<file path="src/rtl/fp_operand_loader_pkg.sv">
// Shared constants and packing helper for the FP operand loader.
// The FP_LOAD_ROUND_EN macro selects round-to-nearest-even packing.
package fp_operand_loader_pkg;

   localparam int unsigned FP_BIAS  = 127;
   localparam logic [31:0] FP_ZERO  = 32'h0000_0000;
   // A 32-bit magnitude normalised to bit 31 carries exponent 2^31.
   localparam logic [7:0]  EXP_INIT = 8'(FP_BIAS + 31);

   typedef enum logic {
      TGT_A,
      TGT_B
   } target_e;

   function automatic logic [31:0] fp_pack(input logic s, input logic [7:0] e, input logic [22:0] m);
      return {s, e, m};
   endfunction

endpackage

</file>
<file path="src/rtl/fp_operand_loader_rne.sv">
// Combinational round-to-nearest-even of a normalised magnitude into {exp, mant}.
// Present only when FP_LOAD_ROUND_EN is defined.
`ifdef FP_LOAD_ROUND_EN
module fp_operand_loader_rne (
   input  logic [7:0]  exp_i,
   input  logic [30:0] mag_i,
   output logic [7:0]  exp_o,
   output logic [22:0] mant_o
);

   logic        guard;
   logic        sticky;
   logic        lsb;
   logic        inc;
   logic [30:0] em;

   assign guard  = mag_i[7];
   assign sticky = |mag_i[6:0];
   assign lsb    = mag_i[8];
   assign inc    = guard & (sticky | lsb);

   // Mantissa carry-out ripples straight into the exponent field.
   assign em = {exp_i, mag_i[30:8]} + 31'(inc);

   assign exp_o  = em[30:23];
   assign mant_o = em[22:0];

endmodule
`endif

</file>
<file path="src/rtl/fp_operand_loader.sv">
// Integer-to-float operand loader and issue sequencer for the FP multiplier.
// Define FP_LOAD_ROUND_EN for RNE packing; otherwise the low 8 magnitude bits are truncated.
module fp_operand_loader
   import fp_operand_loader_pkg::*;
#(
   parameter int unsigned TIMEOUT = 64
) (
   input  logic        clk,
   input  logic        reset,
   input  logic [31:0] int_in,
   input  logic        load_a,
   input  logic        load_b,
   input  logic        go,
   input  logic        mul_done,
   output logic [31:0] a,
   output logic [31:0] b,
   output logic        start,
   output logic        a_valid,
   output logic        b_valid,
   output logic        busy,
   output logic        go_err
);

   typedef enum logic [2:0] {
      S_IDLE,
      S_ABS,
      S_NORM,
      S_PACK,
      S_ISSUE,
      S_WAIT
   } state_e;

   state_e      state_q;
   target_e     tgt_q;
   logic [31:0] int_q;
   logic        sign_q;
   logic [31:0] mag_q;
   logic [7:0]  exp_q;
   logic [31:0] cnt_q;
   logic [31:0] a_q;
   logic [31:0] b_q;
   logic        a_valid_q;
   logic        b_valid_q;
   logic        start_q;
   logic        go_err_q;

   logic [7:0]  pack_exp;
   logic [22:0] pack_mant;
   logic [31:0] pack_d;

`ifdef FP_LOAD_ROUND_EN
   fp_operand_loader_rne u_rne (
      .exp_i  (exp_q),
      .mag_i  (mag_q[30:0]),
      .exp_o  (pack_exp),
      .mant_o (pack_mant)
   );
`else
   assign pack_exp  = exp_q;
   assign pack_mant = mag_q[30:8];
`endif

   // A zero magnitude never normalises, so it is forced to +0.0 rather than packed.
   assign pack_d = (mag_q == '0) ? FP_ZERO : fp_pack(sign_q, pack_exp, pack_mant);

   // NOTE: every register here is assigned with <= so all updates see pre-edge values.
   always_ff @(posedge clk) begin
      if (reset) begin
         state_q   <= S_IDLE;
         tgt_q     <= TGT_A;
         int_q     <= '0;
         sign_q    <= 1'b0;
         mag_q     <= '0;
         exp_q     <= '0;
         cnt_q     <= '0;
         a_q       <= '0;
         b_q       <= '0;
         a_valid_q <= 1'b0;
         b_valid_q <= 1'b0;
         start_q   <= 1'b0;
         go_err_q  <= 1'b0;
      end else begin
         start_q  <= 1'b0;
         go_err_q <= 1'b0;
         case (state_q)
            S_IDLE: begin
               if (load_a || load_b) begin
                  int_q   <= int_in;
                  tgt_q   <= load_a ? TGT_A : TGT_B;
                  state_q <= S_ABS;
                  if (load_a) a_valid_q <= 1'b0;
                  else        b_valid_q <= 1'b0;
               end else if (go) begin
                  if (a_valid_q && b_valid_q) begin
                     start_q <= 1'b1;
                     cnt_q   <= '0;
                     state_q <= S_ISSUE;
                  end else begin
                     go_err_q <= 1'b1;
                  end
               end
            end
            S_ABS: begin
               sign_q  <= int_q[31];
               mag_q   <= int_q[31] ? (~int_q + 32'd1) : int_q;
               exp_q   <= EXP_INIT;
               state_q <= (int_q == '0) ? S_PACK : S_NORM;
            end
            S_NORM: begin
               if (mag_q[31]) begin
                  state_q <= S_PACK;
               end else begin
                  mag_q <= mag_q << 1;
                  exp_q <= exp_q - 8'd1;
               end
            end
            S_PACK: begin
               if (tgt_q == TGT_A) begin
                  a_q       <= pack_d;
                  a_valid_q <= 1'b1;
               end else begin
                  b_q       <= pack_d;
                  b_valid_q <= 1'b1;
               end
               state_q <= S_IDLE;
            end
            S_ISSUE: begin
               state_q <= S_WAIT;
            end
            S_WAIT: begin
               if (mul_done) begin
                  a_valid_q <= 1'b0;
                  b_valid_q <= 1'b0;
                  state_q   <= S_IDLE;
               end else if (TIMEOUT != 0 && cnt_q == 32'(TIMEOUT - 1)) begin
                  go_err_q <= 1'b1;
                  state_q  <= S_IDLE;
               end else begin
                  cnt_q <= cnt_q + 32'd1;
               end
            end
            default: state_q <= S_IDLE;
         endcase
      end
   end

   assign a       = a_q;
   assign b       = b_q;
   assign start   = start_q;
   assign a_valid = a_valid_q;
   assign b_valid = b_valid_q;
   assign go_err  = go_err_q;
   assign busy    = (state_q != S_IDLE);

endmodule

</file>
<file path="config.mk">
export PLATFORM = sky130hd
export DESIGN_NAME = fp_operand_loader
export DESIGN_NICKNAME = d
export VERILOG_FILES = /design/src/rtl/fp_operand_loader_pkg.sv /design/src/rtl/fp_operand_loader_rne.sv /design/src/rtl/fp_operand_loader.sv
export SDC_FILE = /design/constraint.sdc
export NUM_CORES = 1
export LEC_CHECK = 0
export ABC_AREA = 1
export BUFFER_PORTS_ARGS = -buffer_cell sky130_fd_sc_hd__buf_2
export CORE_ASPECT_RATIO = 2
export CORE_MARGIN = 3
export CORE_UTILIZATION = 53
export CTS_BUF_LIST = sky130_fd_sc_hd__clkbuf_16
export CTS_CLUSTER_SIZE = 12
export DETAILED_ROUTE_END_ITERATION = 10
export PLACE_DENSITY = 0.74
export SLEW_MARGIN = 15
export SYNTH_ARGS = -nofsm -noshare
export SYNTH_HDL_FRONTEND = slang
export SYNTH_SLANG_ARGS = --single-unit
</file>
<file path="constraint.sdc">
create_clock -name clk -period 1.8 [get_ports clk]
set_input_delay 0.18 -clock clk [delete_from_list [all_inputs] [get_ports clk]]
set_output_delay 0.18 -clock clk [all_outputs]
set_load 0.01 [all_outputs]
</file>
==> impl_metrics.toml, run 1 <==
[outcome]
status = "finished, final reports clean"

[layout]
final_area_mm2 = 0.0108
fin_cells = 1703
post-route-util_pct = 66.1
layout-drive-gt1-share_pct = 21.3
fin_nets = 1527
area_delta_synth_final_pct = 21.4
diodes = 0
fill_cells = 1516

[timing]
rsz0062_at_grt = "yes"
finalClockSkew_ns = 0.00775
drv_slew = 0
setup_tns_ns = 0
setup_violations = 0
finalCriticalPeriod_ns = 1.72
slew_headroom_pct = 65.2
clock.fmax_mhz = 582
holdWs_ns = 0.0320
final.period_utilization_pct = 95.5
hold_viol_final = 0
tightest_slew_ns = 0.521

[global_route]
grtUsageTotal_pct = 31.6
antenna_found_initial = 0
grt_overflow_total = 0
grt_pass1_wl_mm = 46.2
grt_max_degree = 65
grt_pass1_vias = 9231

[floorplan]
num_rows = 66
die_h_um = 189
core-area_mm2 = 0.0164
ioPinCount = 107
start_util_pct = 54.4
dieWidth_um = 97.6
die-area_mm2 = 0.0185

[pwr]
ir_drop_mv = 1.13
p_per_area_mw_per_mm2 = 1480
p_leak_nw = 4.53

[critical_path]
rr_worst_depth = 9
startpoint_type = "register"
critPathCaptureType = "register"
worstPathArrival_ns = 2.08
worstSetupPathType = "reg -> reg"
path_max_fanout = 4
worstPathRequired_ns = 2.16

[detailed_routing]
vias = 9338
drtAntennaViolNets = 0
dr.first_iter.drc_count = 512
viasPerCell = 5.48
wl_per_cell_um = 16.9
post-route-drc-count = 0
drt_pass1_iterations = 7
drt_wl_total_mm = 28.8

[synthesis]
yosys-top-cells-area = "dfxtp_1, nand2_1, o21ai_0"
ys.flop_type = "dfxtp_1"
syn_inst = 1340
synth_edf_count = 0
yosysSeqAreaShare_pct = 39.8
avgSynthCellArea_um2 = 6.64
ys_warn_count = 0
synth.largest_area_cell = "dfxtp_1"
synth_top_area_share_pct = 39.8
ys_ff_latch = 177
synth_cell_types = 37
synthesis.nets = 1381
async_flop_share_pct = 0
syn_area_mm2 = 0.00890

[run]
drv_cap = 0

[placed_design]
dpl.hpwl_mm = 21.9
dpl_cell_area_mm2 = 0.0101
port_buffers = 106
gp_congestion = 1.05
post-place-cells = 1667

[cts]
htreeDepth = 4
clk_pin_slew_worst_paths_ns = 0.07
clock-sinks = 177
worstSkewPairLatency_ns = 0.43
clockBufferDepth = 2
cts_tree = "built"
clock-root-buffer = "clkbuf_16"
cts_inserted_buffers = 17

[hold_path]
hold_path.class = "in -> reg"
worstHoldPathCells = 3
routing by layer:
metal	share of wire (%)	vias to the layer above	global-route usage (%)
met5	0	-	0
met4	7.6	0	23.4
met3	3.8	104	3.76
met2	54	297	58.4
met1	35	4246	31.9
li1	-	4691	-
cell usage in the layout (no fill, tap or decap), drive strengths merged:
cell	Yosys	layout
o21bai	2	2
clkinvlp	0	6
nor3b	2	2
clkbuf	43	17
o21a	1	1
nand3	108	108
xnor2	5	5
o22ai	11	11
clkinv	1	7
buf	21	191
ha	3	3
a31oi	17	17
nand2	306	306
and2	2	2
nand4	10	10
a211oi	1	1
nor2	169	169
o21ai	146	146
xor2	7	7
or2	2	2
dfxtp	177	177
a21oi	156	156
nor4	3	3
nor3	9	9
o211ai	3	3
bufinv	0	1
nand3b	1	1
inv	134	136
cell usage after synthesis, types with 11 or more instances:
library cell  number
nand2_1          283
nand2_2           22
buf_2             13
a31oi_1           17
o21ai_0          146
a21oi_1          135
nor2_1           162
inv_1            130
nand3_1          107
a21oi_2           21
clkbuf_1          43
dfxtp_1          177
o22ai_1           11
sequential cells by signal (all words and copies together), names as in the netlist, 3 cells and up:
register	count
cnt_q	32
exp_q	8
int_q	32
state_q	3
mag_q	32
a	32
b	32
cells by family after synthesis:
family | after synthesis | synth area share [%]
xor gates and xnor gates | 12 | 1.18
buffers and inverters | 199 | 8.91
adders and majority gates | 3 | 0.422
and+or+nand+nor | 612 | 29.2
DFF | 177 | 39.8
AOI/OAI and AO/OA | 337 | 20.4
timing repair:
action	in CTS	in global routing
resized for setup	3	45
hold buffers	0	0
setup endpoints to repair	10	67
setup buffers	0	4
pin swaps	0	4
through the flow:
step | total power, mW | worst slack [ns]
3_3_place_gp | 12.3 | -0.0238
3_5_place_dp | 12.4 | -0.0412
4_1_cts | 15.8 | 0.00478
5_1_grt | 17.2 | -0.0115
6_report | 16.0 | 0.0813
2_1_floorplan | 10.1 | 0.0340
layout make-up:
type	instances	area [um2]	share of cell area, %
Clock buffer	17	425	3.94
Tap cell	204	255	2.36
Multi-Input combinational cell	964	4660	43.2
Inverter	135	510	4.73
Clock inverter	15	105	0.973
Timing Repair Buffer	191	1280	11.9
Sequential cell	177	3560	32.9
power breakdown:
part | internal [mW] | leakage (nW) | switching [mW]
Clock | 1.86 | 0.257 | 1.52
Sequential | 4.73 | 1.45 | 0.601
Combinational | 2.51 | 2.82 | 4.81
Total | 9.10 | 4.53 | 6.93
final timing paths:
check                             start                     end  slack [ns]
setup reg to reg  cnt_q[7]$_SDFFE_PP0P_  cnt_q[14]$_SDFFE_PP0P_        0.08
hold / removal                int_in[8]   int_q[8]$_SDFFE_PP0P_        0.03
hold reg to reg   int_q[0]$_SDFFE_PP0P_   mag_q[0]$_SDFFE_PP0P_        0.49
setup / recovery  cnt_q[7]$_SDFFE_PP0P_  cnt_q[14]$_SDFFE_PP0P_        0.08
worst max-delay path: stages (launching register included):
cell and delay, ns:
dfxtp_1 0.42, nand2_1 0.14, nor2_2 0.22, nand2_1 0.18
buf_4 0.17, o21bai_1 0.11, nand2_1 0.11, nor2_1 0.12
nand2_1 0.08, a21oi_2 0.10
No activity file was read; power rests on OpenSTA's default activity.
==> run 2, diff against run 1 <==
--- a/config.mk
+++ b/config.mk
@@ -9,12 +9,11 @@
 export BUFFER_PORTS_ARGS = -buffer_cell sky130_fd_sc_hd__buf_2
 export CORE_ASPECT_RATIO = 2
 export CORE_MARGIN = 3
-export CORE_UTILIZATION = 53
+export CORE_UTILIZATION = 42
 export CTS_BUF_LIST = sky130_fd_sc_hd__clkbuf_16
 export CTS_CLUSTER_SIZE = 12
 export DETAILED_ROUTE_END_ITERATION = 10
-export PLACE_DENSITY = 0.74
-export SLEW_MARGIN = 15
+export PLACE_DENSITY = 0.6
 export SYNTH_ARGS = -nofsm -noshare
 export SYNTH_HDL_FRONTEND = slang
 export SYNTH_SLANG_ARGS = --single-unit
==> impl_metrics.toml, run 2 (same netlist as run 1, synthesis figures left out) <==
[outcome]
status = "finished, final reports clean"

[cts]
htreeDepth = 4
clockBufferDepth = 2
clock-sinks = 177
clock-root-buffer = "clkbuf_16"
worstSkewPairLatency_ns = 0.45
clk_pin_slew_worst_paths_ns = 0.07
cts_inserted_buffers = 17
cts_tree = "built"

[detailed_routing]
drt_wl_total_mm = 29.8
wl_per_cell_um = 16.7
vias = 9270
viasPerCell = 5.20
post-route-drc-count = 0
drtAntennaViolNets = 0
dr.first_iter.drc_count = 488
drt_pass1_iterations = 5

[floorplan]
start_util_pct = 43.1
die-area_mm2 = 0.0231
num_rows = 74
die_h_um = 212
dieWidth_um = 109
core-area_mm2 = 0.0206
ioPinCount = 107

[hold_path]
hold_path.class = "in -> reg"

[timing]
drv_slew = 0
clock.fmax_mhz = 585
rsz0062_at_grt = "yes"
finalClockSkew_ns = 0.00818
setup_violations = 0
final.period_utilization_pct = 94.9
finalCriticalPeriod_ns = 1.71
setup_ws_ns = 0.0910
hold_viol_final = 0
slew_headroom_pct = 68.6
tightest_slew_ns = 0.470

[layout]
final_cell_mix = "nand2_1, dfxtp_1, nor2_1"
area_delta_synth_final_pct = 24.7
multi_input_area_mm2 = 0.00464
fill_cells = 2142
final_area_mm2 = 0.0111
final_common_cell = "nand2_1"
layout-drive-gt1-share_pct = 20.4
fin_nets = 1544
diodes = 0
seqCellArea_mm2 = 0.00355

[critical_path]
path_max_fanout = 4
critPathCaptureType = "register"
worstSetupPathType = "reg -> reg"
worstPathArrival_ns = 2.10
startpoint_type = "register"
worstPathRequired_ns = 2.19

[global_route]
grt_pass1_vias = 8835
grt_pass1_wl_mm = 45.1
grtUsageTotal_pct = 25.7
antenna_found_initial = 0
grt_overflow_total = 0
grt_max_degree = 116

[pwr]
ir_drop_mv = 0.886
p_per_area_mw_per_mm2 = 1510
p_leak_nw = 4.61
totalPowerFinal_mw = 16.8

[placed_design]
dp_worst_setup_slack_ns = 0.0796
dpl_cell_area_mm2 = 0.0102
dpl.hpwl_mm = 22.2
gp_congestion = 1.06
port_buffers = 106

[run]
drv_cap = 0
==> run 2: critical path, cell delays in order (launching register included) <==
cell and delay (ns):
dfxtp_1 0.43, nand2_1 0.14, nor2_1 0.23, nand2_1 0.14, nor2_1 0.28, nand2_1 0.08
nand2_1 0.06, nand2_1 0.04, nor2_1 0.07, nand2_1 0.07, a21oi_2 0.10
==> run 2: report_power, final <==
group	internal, mW	switching [mW]	total, mW	leakage [nW]
registers	4.73	0.567	5.29	1.44
clock network	1.97	1.79	3.77	0.284
logic	2.78	4.96	7.73	2.89
total	9.48	7.32	16.8	4.61
==> run 2: repair_timing <==
action,in CTS,in global routing
buffers inserted,0,5
resized for setup,0,33
endpoints found under the hold margin,18,0
setup endpoints to repair,0,48
hold buffers,18,0
==> run 2: layout make-up <==
| cell class | instances | area share [%] |
|---|---|---|
| Clock buffer | 17 | 3.83 |
| Clock inverter | 15 | 1.49 |
| Inverter | 135 | 4.60 |
| Multi-Input combinational cell | 964 | 41.8 |
| Sequential cell | 177 | 32.0 |
| Tap cell | 266 | 3.00 |
| Timing Repair Buffer | 208 | 13.3 |
==> run 2: per-stage QoR <==
step                      std cells  utilization, %  hold slack (ns)  TNS (ns)
after global routing           1782            53.8           0.0239  -0.00744
final                          1782            53.8           0.0167         0
after detailed placement       1726            49.3            0.463         0
after global placement         1726            49.3            0.455         0
after floorplan                1340               -            0.336         0
after CTS                      1776            53.1          0.00193         0
==> run 2: worst paths after layout <==
kind	startpoint	to	slack [ns]	cells past startpoint
max	cnt_q[10]$_SDFFE_PP0P_	cnt_q[24]$_SDFFE_PP0P_	0.09	10
min	int_in[18]	int_q[18]$_SDFFE_PP0P_	0.02	3
max reg2reg	cnt_q[10]$_SDFFE_PP0P_	cnt_q[24]$_SDFFE_PP0P_	0.09	10
min reg2reg	exp_q[0]$_SDFFE_PP0P_	exp_q[0]$_SDFFE_PP0P_	0.49	1
==> run 2: metal layers <==
layer  track usage (%)  vias to the layer above  wire [um]
met3              3.78                       82        889
met4              16.3                        0       1850
met2              48.4                      205      16200
li1                  -                     4724          -
met5                 0                        -          0
met1              25.2                     4259      10900
==> run 3, diff against run 2 <==
--- a/config.mk
+++ b/config.mk
@@ -13,7 +13,7 @@
 export CTS_BUF_LIST = sky130_fd_sc_hd__clkbuf_16
 export CTS_CLUSTER_SIZE = 12
 export DETAILED_ROUTE_END_ITERATION = 10
-export PLACE_DENSITY = 0.6
+export PLACE_DENSITY_LB_ADDON = 0.3
 export SYNTH_ARGS = -nofsm -noshare
 export SYNTH_HDL_FRONTEND = slang
 export SYNTH_SLANG_ARGS = --single-unit
==> impl_metrics.toml, run 3 (same netlist as run 1, synthesis figures left out) <==
[cts]
worstSkewPairLatency_ns = 0.44
clk_pin_slew_worst_paths_ns = 0.07
htreeDepth = 4
cts_tree = "built"
clock-root-buffer = "clkbuf_16"
cts_inserted_buffers = 17
clockBufferDepth = 2
clock-sinks = 177

[hold_path]
hold_path.class = "in -> reg"

[pwr]
ir_drop_mv = 1.00
swShare_pct = 42.7
seqPwrFrac_pct = 31.9
internal_power_mw = 9.63
p_per_area_mw_per_mm2 = 1540
p_leak_nw = 4.54
pwr-share-comb_pct = 44.9
p_sw_mw = 7.19
clkPwrFrac_pct = 23.3

[global_route]
grtUsageTotal_pct = 25.4
grt_max_degree = 83
grt_pass1_vias = 8948
grt_pass1_wl_mm = 45.1
grt_overflow_total = 0
antenna_found_initial = 0

[floorplan]
num_rows = 74
ioPinCount = 107
die_h_um = 212
die-area_mm2 = 0.0231
core-area_mm2 = 0.0206
dieWidth_um = 109
start_util_pct = 43.1

[placed_design]
dp_worst_setup_slack_ns = -0.00439
dpl.hpwl_mm = 21.9
gp_congestion = 0.977
port_buffers = 106

[detailed_routing]
drt_pass1_iterations = 6
met2RoutedLength_mm = 15.1
vias = 9321
post-route-drc-count = 0
drtAntennaViolNets = 0
met3_length_mm = 1.17
wirelength_met1_mm = 10.1
highest_layer = "met4"
viasPerCell = 5.28
dr.first_iter.drc_count = 579
drt_wl_total_mm = 28.7
wl_per_cell_um = 16.3

[layout]
final_common_cell = "nand2_1"
diodes = 0
fin_nets = 1526
area_delta_synth_final_pct = 22.9
final_cell_mix = "nand2_1, dfxtp_1, nor2_1"
layout-drive-gt1-share_pct = 20.7

[timing]
tightest_slew_ns = 0.446
drv_slew = 0
slew_headroom_pct = 70.3
rsz0062_at_grt = "yes"
hold_viol_final = 0
finalCriticalPeriod_ns = 1.69
setup_violations = 0
setup_ws_ns = 0.113
holdWs_ns = 0.0171
finalClockSkew_ns = 0.0103
clock.fmax_mhz = 593
final.period_utilization_pct = 93.7

[critical_path]
slowest_stage = "dfxtp_1"
crit_family = "simple AND/OR/NAND/NOR gates"
cpPeakStageDelay_ns = 0.44
path_max_fanout = 5
worstPathRequired_ns = 2.15
crit_top_cell = "nand2_1"
critPathCaptureType = "register"
crit_chain = "nand2_1 -> nor2_2 -> nand2_1 -> nor2_1 -> buf_4 -> nand2_1 -> nand2_1 -> nand2_1 -> nor2_1 -> nand2_1 -> a21oi_1"
worst-path-buf-inv = 1
worstPathArrival_ns = 2.04
startpoint_type = "register"
worstSetupPathType = "reg -> reg"

[outcome]
status = "finished, final reports clean"

[run]
drv_cap = 0
[run 3: stage by stage]
step	total power [mW]	std cells	TNS, ns	utilization (%)	area, um2
after CTS	16.7	1760	0	52.3	10800
after floorplan	10.1	1340	0	-	8900
after detailed placement	12.7	1728	-0.00439	49.3	10200
after global placement	12.6	1728	0	49.3	10200
after global routing	18.0	1764	-0.0254	53.0	10900
final	16.8	1764	0	53.0	10900
[run 3: routing by layer]
| layer | up-vias | global-route usage [%] |
|---|---|---|
| met4 | 0 | 18.0 |
| met2 | 282 | 46.5 |
| met5 | - | 0 |
| met1 | 4242 | 25.1 |
| li1 | 4689 | - |
| met3 | 108 | 4.03 |
[run 3: final timing paths]
check | from | to | slack (ns) | depth (start not counted)
hold / removal | int_in[26] | int_q[26]$_SDFFE_PP0P_ | 0.02 | 3
setup / recovery | cnt_q[8]$_SDFFE_PP0P_ | cnt_q[29]$_SDFFE_PP0P_ | 0.11 | 11
setup reg to reg | cnt_q[8]$_SDFFE_PP0P_ | cnt_q[29]$_SDFFE_PP0P_ | 0.11 | 11
hold reg to reg | sign_q$_SDFFE_PP0P_ | sign_q$_SDFFE_PP0P_ | 0.47 | 1
[run 3: repair_timing]
item	in CTS	in global routing
endpoints found under the setup margin	1	52
gates resized for setup	1	30
cloned	0	0
buffers inserted	0	4
pin swaps	0	3
hold buffers	0	0
[run 3: cell type report]
cell class | count | area, um2
Clock inverter | 15 | 193
Clock buffer | 17 | 425
Timing Repair Buffer | 190 | 1280
Multi-Input combinational cell | 964 | 4650
Tap cell | 266 | 333
Inverter | 135 | 510
Fill cell | 2115 | 9710
Sequential cell | 177 | 3550
[run 3: worst reg2reg max path: stages, from the launching register on]
cell and delay [ns]:
dfxtp_1 0.44, nand2_1 0.14, nor2_2 0.18, nand2_1 0.15, nor2_1 0.13, buf_4 0.15, nand2_1 0.06, nand2_1 0.05
nand2_1 0.04, nor2_1 0.07, nand2_1 0.06, a21oi_1 0.15
[run 3: power by group through the flow]
stage	Sequential, mW	Clock (mW)	Combinational, mW
finish	5.36	3.91	7.55
global route	5.46	4.11	8.44
CTS	5.35	3.99	7.32
detailed placement	5.43	0	7.28
global placement	5.41	0	7.20
floorplan	5.27	0	4.80
